==> config.mk <==
export PLATFORM = sky130hd
export DESIGN_NAME = fabric_pe_store_buffered
export DESIGN_NICKNAME = d
export VERILOG_FILES = /design/src/rtl/fabric_pe_pkg.sv /design/src/rtl/fabric_fifo_sync.sv /design/src/rtl/fabric_pe_store_buffered.sv
export SDC_FILE = /design/constraint.sdc
export NUM_CORES = 1
export LEC_CHECK = 0
export ABC_AREA = 1
export CORE_MARGIN = 1
export CORE_UTILIZATION = 45
export DETAILED_ROUTE_END_ITERATION = 10
export PLACE_DENSITY = 0.67
export SLEW_MARGIN = 20
export SYNTH_ARGS = -nofsm -noshare
export SYNTH_HDL_FRONTEND = slang
export SYNTH_SLANG_ARGS = --single-unit
==> constraint.sdc <==
create_clock -name clk -period 3.8 [get_ports clk]
set_input_delay 0.76 -clock clk [delete_from_list [all_inputs] [get_ports clk]]
set_output_delay 0.76 -clock clk [all_outputs]
set_load 0.01 [all_outputs]
==> src/rtl/fabric_pe_pkg.sv <==
// fabric_pe_pkg: shared tag modes, width helper and error codes for fabric PEs
package fabric_pe_pkg;
    typedef enum logic {
        TAG_OVERWRITE   = 1'b0,
        TAG_TRANSPARENT = 1'b1
    } pe_tag_mode_e;
    localparam logic [1:0] ERR_NONE         = 2'd0;
    localparam logic [1:0] ERR_TAG_MISMATCH = 2'd1;
    function automatic int safe_clog2(input int n);
        return (n <= 1) ? 1 : $clog2(n);
    endfunction
endpackage

==> src/rtl/fabric_fifo_sync.sv <==
// fabric_fifo_sync: circular FIFO with combinational head and async active-low reset
module fabric_fifo_sync
    import fabric_pe_pkg::*;
#(
    parameter int WIDTH = 8,
    parameter int DEPTH = 4
) (
    input  logic             clk,
    input  logic             rst_n,
    input  logic             push,
    input  logic             pop,
    input  logic [WIDTH-1:0] din,
    output logic             full,
    output logic             empty,
    output logic [WIDTH-1:0] head
);
    localparam int AW = safe_clog2(DEPTH);
    localparam int CW = safe_clog2(DEPTH + 1);
    logic [WIDTH-1:0] mem [DEPTH];
    logic [AW-1:0] rd_ptr, wr_ptr;
    logic [CW-1:0] count;
    logic do_push, do_pop;
    function automatic logic [AW-1:0] nxt(input logic [AW-1:0] p);
        return (p == AW'(DEPTH - 1)) ? '0 : p + 1'b1;
    endfunction
    assign full    = count == CW'(DEPTH);
    assign empty   = count == '0;
    assign head    = mem[rd_ptr];
    assign do_push = push && !full;
    assign do_pop  = pop && !empty;
    always_ff @(posedge clk)
        if (do_push) mem[wr_ptr] <= din;
    always_ff @(posedge clk or negedge rst_n)
        if (!rst_n) begin
            rd_ptr <= '0;
            wr_ptr <= '0;
            count  <= '0;
        end else begin
            if (do_push) wr_ptr <= nxt(wr_ptr);
            if (do_pop) rd_ptr <= nxt(rd_ptr);
            count <= count + CW'(do_push) - CW'(do_pop);
        end
endmodule

==> src/rtl/fabric_pe_store_buffered.sv <==
// fabric_pe_store_buffered: queued store adapter issuing synchronized addr/data stores and returning done tags
module fabric_pe_store_buffered
    import fabric_pe_pkg::*;
#(
    parameter int DATA_WIDTH      = 32,
    parameter int TAG_WIDTH       = 0,
    parameter int HW_TYPE         = 0,
    parameter int QUEUE_DEPTH     = 4,
    parameter int MAX_OUTSTANDING = 8,
    localparam int PW     = DATA_WIDTH + TAG_WIDTH,
    localparam int TW     = (TAG_WIDTH > 0) ? TAG_WIDTH : 1,
    localparam int CFG_W  = (HW_TYPE == 0 && TAG_WIDTH > 0) ? TAG_WIDTH : 0,
    localparam int CFG_W1 = (CFG_W > 0) ? CFG_W : 1
) (
    input  logic              clk,
    input  logic              rst_n,
    input  logic              in0_valid,
    output logic              in0_ready,
    input  logic [PW-1:0]     in0_data,
    input  logic              in1_valid,
    output logic              in1_ready,
    input  logic [PW-1:0]     in1_data,
    input  logic              in2_valid,
    output logic              in2_ready,
    input  logic [PW-1:0]     in2_data,
    output logic              out0_valid,
    input  logic              out0_ready,
    output logic [PW-1:0]     out0_data,
    output logic              out1_valid,
    input  logic              out1_ready,
    output logic [PW-1:0]     out1_data,
    input  logic              mem_done_valid,
    output logic              mem_done_ready,
    output logic              out2_valid,
    input  logic              out2_ready,
    output logic [TW-1:0]     out2_data,
    output logic              err_tag_mismatch,
    input  logic [CFG_W1-1:0] cfg_data
);
    localparam pe_tag_mode_e MODE = (HW_TYPE == 1) ? TAG_TRANSPARENT : TAG_OVERWRITE;
    localparam int CNT_W = safe_clog2(MAX_OUTSTANDING + 1);
    if (DATA_WIDTH < 1 || TAG_WIDTH < 0 || (HW_TYPE != 0 && HW_TYPE != 1) ||
        (HW_TYPE == 1 && TAG_WIDTH == 0) || QUEUE_DEPTH < 2 || MAX_OUTSTANDING < 1) begin : g_param_check
        $fatal(1, "fabric_pe_store_buffered: illegal parameter combination");
    end
    logic [2:0] in_valid, full, empty;
    logic [PW-1:0] in_data [3];
    logic [PW-1:0] head [3];
    logic [TW-1:0] addr_tag, data_tag, ctrl_tag, st_tag, pend_tag;
    logic [CNT_W-1:0] count;
    logic tags_match, issue, fire, done, pend_full, pend_empty;
    logic unused;
    assign in_valid   = {in2_valid, in1_valid, in0_valid};
    assign in_data[0] = in0_data;
    assign in_data[1] = in1_data;
    assign in_data[2] = in2_data;
    assign {in2_ready, in1_ready, in0_ready} = ~full;
    for (genvar i = 0; i < 3; i++) begin : g_q
        fabric_fifo_sync #(.WIDTH(PW), .DEPTH(QUEUE_DEPTH)) u_q (
            .clk   (clk),
            .rst_n (rst_n),
            .push  (in_valid[i]),
            .pop   (fire),
            .din   (in_data[i]),
            .full  (full[i]),
            .empty (empty[i]),
            .head  (head[i])
        );
    end
    if (TAG_WIDTH > 0) begin : g_tagged
        assign addr_tag  = head[0][PW-1 -: TW];
        assign data_tag  = head[1][PW-1 -: TW];
        assign ctrl_tag  = head[2][TW-1:0];
        assign out0_data = {st_tag, head[0][DATA_WIDTH-1:0]};
        assign out1_data = {st_tag, head[1][DATA_WIDTH-1:0]};
    end else begin : g_untagged
        assign addr_tag  = '0;
        assign data_tag  = '0;
        assign ctrl_tag  = '0;
        assign out0_data = head[0];
        assign out1_data = head[1];
    end
    if (CFG_W > 0) begin : g_cfg_tag
        assign st_tag = TW'(cfg_data);
    end else if (MODE == TAG_TRANSPARENT) begin : g_pass_tag
        assign st_tag = addr_tag;
    end else begin : g_zero_tag
        assign st_tag = '0;
    end
    assign tags_match     = (MODE == TAG_OVERWRITE) || (addr_tag == data_tag && data_tag == ctrl_tag);
    assign issue          = ~|empty && tags_match && count < CNT_W'(MAX_OUTSTANDING);
    assign out0_valid     = issue && out1_ready;
    assign out1_valid     = issue && out0_ready;
    assign fire           = issue && out0_ready && out1_ready;
    assign out2_valid     = mem_done_valid && count != '0;
    assign mem_done_ready = out2_ready && count != '0;
    assign done           = out2_valid && out2_ready;
    assign out2_data      = pend_tag;
    assign unused         = ^{cfg_data, head[2], addr_tag, data_tag, ctrl_tag, st_tag, pend_full, pend_empty};
    fabric_fifo_sync #(.WIDTH(TW), .DEPTH(MAX_OUTSTANDING)) u_pend (
        .clk   (clk),
        .rst_n (rst_n),
        .push  (fire),
        .pop   (done),
        .din   (st_tag),
        .full  (pend_full),
        .empty (pend_empty),
        .head  (pend_tag)
    );
    always_ff @(posedge clk or negedge rst_n)
        if (!rst_n) begin
            count            <= '0;
            err_tag_mismatch <= 1'b0;
        end else begin
            count <= count + CNT_W'(fire) - CNT_W'(done);
            if (MODE == TAG_TRANSPARENT && &full && !tags_match) err_tag_mismatch <= 1'b1;
        end
endmodule

==> run_results.csv, run 1 <==
group,metric,value,unit
detailed_routing,antenna_left,0,
clock_network,post_cts_resized,0,
timing,tns,0,ns
timing,finalCritPeriodShare,0.883,
grt,grt_max_degree,68,
floorplan,core,23500,um2
worst_setup_path,cp_data_arrival_time,2.60,ns
cells_and_area,drive_above_1_share,0.0807,
floorplan,fp.dieArea,24600,um2
grt,grt_usage,0.176,
timing,fin_ws,0.444,ns
placement,port-buffer-count,143,
synth,yosysWarnings,1,
clock_network,cts_made_buffers,28,
synth,avgSynthCellArea,14.0,um2
grt,grt_pass1_vias,6306,
synth,synth_edf_count,256,
timing,timing_hold_violations_final,0,
grt,grt_pass1_wl,33200,um
timing,fin_skew,0.0149,ns
floorplan,ios,179,
clock_network,cts_max_level,1,
synth,synth_area,10800,um2
worst_setup_path,start_kind,"flip-flop",
worst_hold_path,hp-class,"reg -> reg",
placement,dpl_cell_area,12700,um2
clock_network,clk_latency,0.53,ns
clock_network,cts.reportedPaths.clkPinSlew,0.06,ns
status,status,"complete, no violations",
placement,dp_hpwl,12700,um
clock_network,postCtsSetupRepairBufs,0,
timing,max_clock_freq,0.298,GHz
cells_and_area,syn_to_final_growth,24.6,%
power,power_density,785,nW/um2
detailed_routing,num_vias,6456,
detailed_routing,drt_iter0_markers,371,
timing,drv_slew,0,
detailed_routing,drcViolationCount,0,
cells_and_area,nFillCells,1925,
clock_network,clkSinkCount,277,
synth,synthFlopType,"edfxtp_1",
timing,period_needed,3.36,ns
worst_setup_path,cp_cell_sequence,"inv_2 -> buf_12 -> o21ai_0 -> o22ai_1 -> clkdlybuf4s50_1",
timing,tightest_slew,0.957,ns
floorplan,row_count,56,
floorplan,die_h,157,um
power,leakagePower,4.69,nW
cells_and_area,fin_nets,1054,
detailed_routing,firstDrtPassIters,6,
grt,grt-ovfl-total,0,
detailed_routing,routed_wl,21600,um
placement,dp_slack,0.833,ns
worst_setup_path,critPathMaxFanout,33,
floorplan,initial_utilization,0.459,
timing,rsz0062_at_grt,"no",
floorplan,die-width,157,um
worst_setup_path,worst_ep_required_time,3.04,ns
worst_setup_path,critPathTopFamily,"buffers and inverters",
timing,setup_viol,0,
worst_setup_path,max_stage_delay,0.63,ns
synth,synthArstFlopShare,0.0758,
placement,place_congestion,0.701,
worst_setup_path,cp_num_buf_inv,3,
grt,antenna_found_initial,1,
synth,synth_cell_types,29,
worst_setup_path,critPathSlowestCell,"clkdlybuf4s50_1",
synth,seq_area_frac_synth,0.760,
synth,syn_inst,772,
detailed_routing,vias_per_cell,5.12,
detailed_routing,wire_per_inst,17.1,um
clock_network,cts-root-buf,"clkbuf_16",
cells_and_area,design_area,13500,um2
worst_setup_path,endpoint_kind,"primary output",
timing,slew_headroom,0.360,
power,peakVddDrop,459,uV
synth,ys_seq_elements,277,
worst_setup_path,worstSetupPathType,"reg -> out",
flow_run,cap_violations,0,
clock_network,cts_hold_buf,0,
clock_network,clk_path_buf_depth,3,
clock_network,cts_tree,"built",
==> stage by stage <==
step                std cells  total power [mW]  hold WS, ns  utilization
floorplan                 773              6.41        0.464            -
finish                   1262              10.6        0.514        0.572
detailed placement       1212              8.24        0.508        0.537
global placement         1212              8.15        0.496        0.537
global route             1261              11.2        0.533        0.572
CTS                      1261              10.7        0.522        0.572
==> cells by family (layout without fill, tap and decap cells) <==
group,after synthesis,in the layout,synth area share
other,1,3,0.000347
AOI/OAI and AO/OA,198,198,0.0993
buffers and inverters,87,256,0.0343
DFF,277,277,0.760
and+or+nand+nor,176,176,0.0680
xor gates and xnor gates,8,8,0.00648
adders and majority gates,25,25,0.0317
==> cell usage after synthesis, types with 2 or more instances <==
cell type,instances,area share
clkbuf_1,17,0.0059
xnor2_1,5,0.0041
nor2_1,141,0.049
xor2_1,3,0.0024
nand4_1,4,0.0023
nor3_1,2,0.00093
edfxtp_1,256,0.71
buf_4,6,0.0042
o22ai_1,64,0.037
o21ai_1,13,0.0060
nand2_1,16,0.0056
nand2_4,2,0.0021
buf_2,16,0.0074
fa_1,4,0.0074
dfrtp_1,21,0.049
nand3_1,6,0.0028
inv_2,6,0.0021
inv_1,41,0.014
ha_1,21,0.024
o21ai_0,119,0.055
==> cell type report <==
| class | count | area, um2 | share of cell area |
|---|---|---|---|
| Sequential cell | 277 | 8220 | 0.610 |
| Multi-Input combinational cell | 409 | 2290 | 0.170 |
| Timing Repair Buffer | 160 | 1570 | 0.117 |
| Clock buffer | 35 | 748 | 0.0555 |
| Tap cell | 319 | 399 | 0.0296 |
| Inverter | 47 | 176 | 0.0131 |
| Clock inverter | 14 | 70.1 | 0.00520 |
| Antenna cell | 1 | 2.50 | 0.000186 |
==> worst reg2reg max path, cell delays in order (launching register included) <==
cell and delay (ns):
dfrtp_1 0.42, nor2_2 0.17, nand2_2 0.08, nand2_4 0.09, nor2_8 0.06, nand3_4 0.11, inv_1 0.06, ha_1 0.28
inv_1 0.05, ha_1 0.12, inv_1 0.05, fa_1 0.37, xnor2_1 0.18, xor2_1 0.18
==> state kept, by name, indices dropped and copies added (netlist names) <==
| signal | count |
|---|---|
| count | 4 |
| g_q.u_q.count | 9 |
| g_q.u_q.mem | 256 |
| g_q.u_q.rd_ptr | 4 |
| g_q.u_q.wr_ptr | 4 |
==> per-layer routing <==
metal,track usage,routed length [um],part of all wire
met5,0,17,0.00079
met4,0.0556,458,0.021
met3,0.0479,1510,0.070
met2,0.297,10300,0.48
met1,0.221,9280,0.43
==> power breakdown <==
part	internal (mW)	switching, mW	leakage [nW]	total (mW)
logic	1.64	2.27	1.70	3.91
clock network	1.38	1.06	0.394	2.44
registers	4.05	0.175	2.59	4.22
==> cell usage in the layout, fill, tap and decap left out, types with 13 or more instances in the layout <==
master,count
o22ai_1,64
o21ai_1,13
dfrtp_1,19
edfxtp_1,256
ha_1,21
inv_1,41
buf_4,16
nand2_1,16
nor2_1,133
clkdlybuf4s50_1,143
clkbuf_16,29
o21ai_0,119
==> worst paths after layout <==
| path | from | cells past startpoint | endpoint | slack (ns) |
|---|---|---|---|---|
| setup / recovery | g_q[1].u_q.rd_ptr[0] | 5 | out1_data[25] | 0.44 |
| hold / removal | count[0] | 1 | count[0] | 0.51 |
| setup reg to reg | g_q[2].u_q.count[1] | 13 | g_q[0].u_q.count[2] | 1.48 |
| hold reg to reg | count[0] | 1 | count[0] | 0.51 |
| max in group asynchronous | rst_n | 1 | g_q[0].u_q.rd_ptr[0] | 2.39 |
| min in group asynchronous | rst_n | 1 | count[2] | 0.76 |
No activity file was read; power rests on OpenSTA's default activity.
==> run 2: changes to the inputs <==
- PLACE_DENSITY: 0.67 -> 0.63
- SYNTH_HIERARCHICAL: unset -> 1
==> run_results.csv, run 2 <==
group,metric,value,unit
status,status,"complete, no violations",
timing,rsz0062_at_grt,"no",
clock_network,clk_path_buf_depth,3,
floorplan,row_count,60,
power,pwr-share-seq,0.404,
clock_network,cts_made_buffers,30,
timing,setup_viol,0,
timing,fin_skew,0.00963,ns
timing,timing_hold_violations_final,0,
cells_and_area,nFillCells,2235,
cells_and_area,layout_common_cells,"nand2_1 (267), edfxtp_1 (264), inv_1 (199)",
power,combPwrFrac,0.365,
grt,grt_pass1_vias,7335,
power,p_sw_frac,0.334,
grt,grt_usage,0.163,
detailed_routing,vias_per_cell,4.75,
cells_and_area,fin_nets,1346,
floorplan,die_h,169,um
placement,dp_hpwl,13900,um
clock_network,cts_hold_buf,0,
timing,finalCritPeriodShare,0.859,
placement,port-buffer-count,144,
floorplan,die-width,169,um
timing,tns,0,ns
worst_setup_path,reg2reg_from,"g_q[0].u_q/count[1]",
clock_network,postCtsSetupRepairBufs,0,
worst_setup_path,worstSetupEndpoint,"out1_data[2]",
floorplan,fp.dieArea,28600,um2
detailed_routing,wire_per_inst,14.3,um
clock_network,post_cts_resized,0,
worst_setup_path,worstSetupPathType,"reg -> out",
detailed_routing,routed_wl,22900,um
detailed_routing,drt_iter0_markers,375,
cells_and_area,final_common_cell,"nand2_1",
detailed_routing,drcViolationCount,0,
grt,grt_pass1_wl,36700,um
placement,place_congestion,0.718,
detailed_routing,antenna_left,0,
clock_network,cts_tree,"built",
power,power_frac_clock,0.230,
detailed_routing,num_vias,7574,
power,p_sw,3.86,mW
cells_and_area,design_area,15400,um2
floorplan,initial_utilization,0.463,
cells_and_area,regMostFlops,"g_q.u_q/mem",
power,peakVddDrop,381,uV
grt,grt_max_degree,65,
grt,grt-ovfl-total,0,
cells_and_area,num_antenna_cells,0,
clock_network,clkSinkCount,295,
clock_network,clk_latency,0.54,ns
synth,synth_area,12600,um2
synth,yosysWarnings,8,
worst_setup_path,r2r_slack,1.34,ns
power,power_density,751,nW/um2
cells_and_area,reg_top3,"g_q.u_q/mem x256, g_q.u_q/count x9, u_pend/mem x8",
worst_setup_path,start_kind,"flip-flop",
floorplan,ios,179,
cells_and_area,final_util,0.567,
timing,period_needed,3.26,ns
worst_setup_path,worst_ep_required_time,3.04,ns
worst_setup_path,startpoint,"g_q[1].u_q/rd_ptr[0]",
clock_network,cts-root-buf,"clkbuf_16",
timing,slew_headroom,0.517,
clock_network,cts.reportedPaths.clkPinSlew,0.06,ns
placement,dpl_cell_area,14500,um2
worst_setup_path,rr_worst_depth,15,
worst_setup_path,reg2reg_to,"g_q[1].u_q/count[2]",
floorplan,core,27200,um2
power,leakagePower,6.16,nW
worst_setup_path,endpoint_kind,"primary output",
timing,max_clock_freq,0.306,GHz
timing,drv_slew,0,
clock_network,cts_max_level,1,
worst_setup_path,critPathMaxFanout,51,
grt,antenna_found_initial,2,
synth,syn_inst,1046,
worst_setup_path,cp_data_arrival_time,2.50,ns
timing,tightest_slew,0.724,ns
cells_and_area,drive_above_1_share,0.0736,
cells_and_area,largest_reg_flops,256,
power,intPower,7.71,mW
worst_hold_path,hp-class,"reg -> reg",
flow_run,cap_violations,0,
synth,avgSynthCellArea,12.0,um2
cells_and_area,syn_to_final_growth,22.4,%
detailed_routing,firstDrtPassIters,4,
[run 2: power groups by stage]
| stage | sequential (mW) | clock [mW] | combinational (mW) |
|---|---|---|---|
| floorplan | 4.58 | 0 | 2.61 |
| global placement | 4.73 | 0 | 4.23 |
| detailed placement | 4.75 | 0 | 4.30 |
| CTS | 4.69 | 2.74 | 4.32 |
| global route | 4.76 | 2.87 | 4.72 |
| finish | 4.68 | 2.67 | 4.23 |
[run 2: worst min path at each step]
| stage | depth (start not counted) | end | slack (ns) | startpoint |
|---|---|---|---|---|
| finish | 1 | g_q[1].u_q/count[0] | 0.50 | g_q[1].u_q/count[0] |
| global route | 1 | count[0] | 0.53 | count[0] |
| CTS | 1 | g_q[1].u_q/count[0] | 0.51 | g_q[1].u_q/count[0] |
| detailed placement | 1 | g_q[1].u_q/count[0] | 0.50 | g_q[1].u_q/count[0] |
| global placement | 1 | g_q[1].u_q/count[0] | 0.49 | g_q[1].u_q/count[0] |
| floorplan | 0 | count[0] | 0.46 | rst_n |
[run 2: metrics by stage]
step / std cells / hold slack [ns] / worst slack, ns / total power [mW]
4_1_cts: 1595 / 0.510 / 0.507 / 11.8
3_3_place_gp: 1544 / 0.491 / 0.796 / 8.96
6_report: 1595 / 0.504 / 0.536 / 11.6
3_5_place_dp: 1544 / 0.496 / 0.775 / 9.05
5_1_grt: 1595 / 0.534 / 0.414 / 12.4
2_1_floorplan: 1054 / 0.464 / 1.11 / 7.19
[run 2: worst max-delay path, stage by stage, from the launching register on]
cell	delay (ns)
dfrtp_4	0.76
buf_4	0.37
o211ai_1	0.14
nand2_1	0.13
clkdlybuf4s50_1	0.54
[run 2: final cells by class]
cell class,count,area [um2],share of cell area
repair buffers,162,1630,0.106
clock buffers,39,806,0.0523
multi-input cells,509,2940,0.191
flip-flops and latches,295,8710,0.565
well taps,372,465,0.0302
clock inverters,12,81.3,0.00528
inverters,206,776,0.0503
[run 2: routing by layer]
metal | vias to the layer above | GRT usage | wire length [um]
met5 | - | 0 | 27
met4 | 4 | 0.0368 | 320
met3 | 25 | 0.0299 | 1250
met2 | 145 | 0.278 | 11000
met1 | 3574 | 0.215 | 10300
li1 | 3826 | - | -
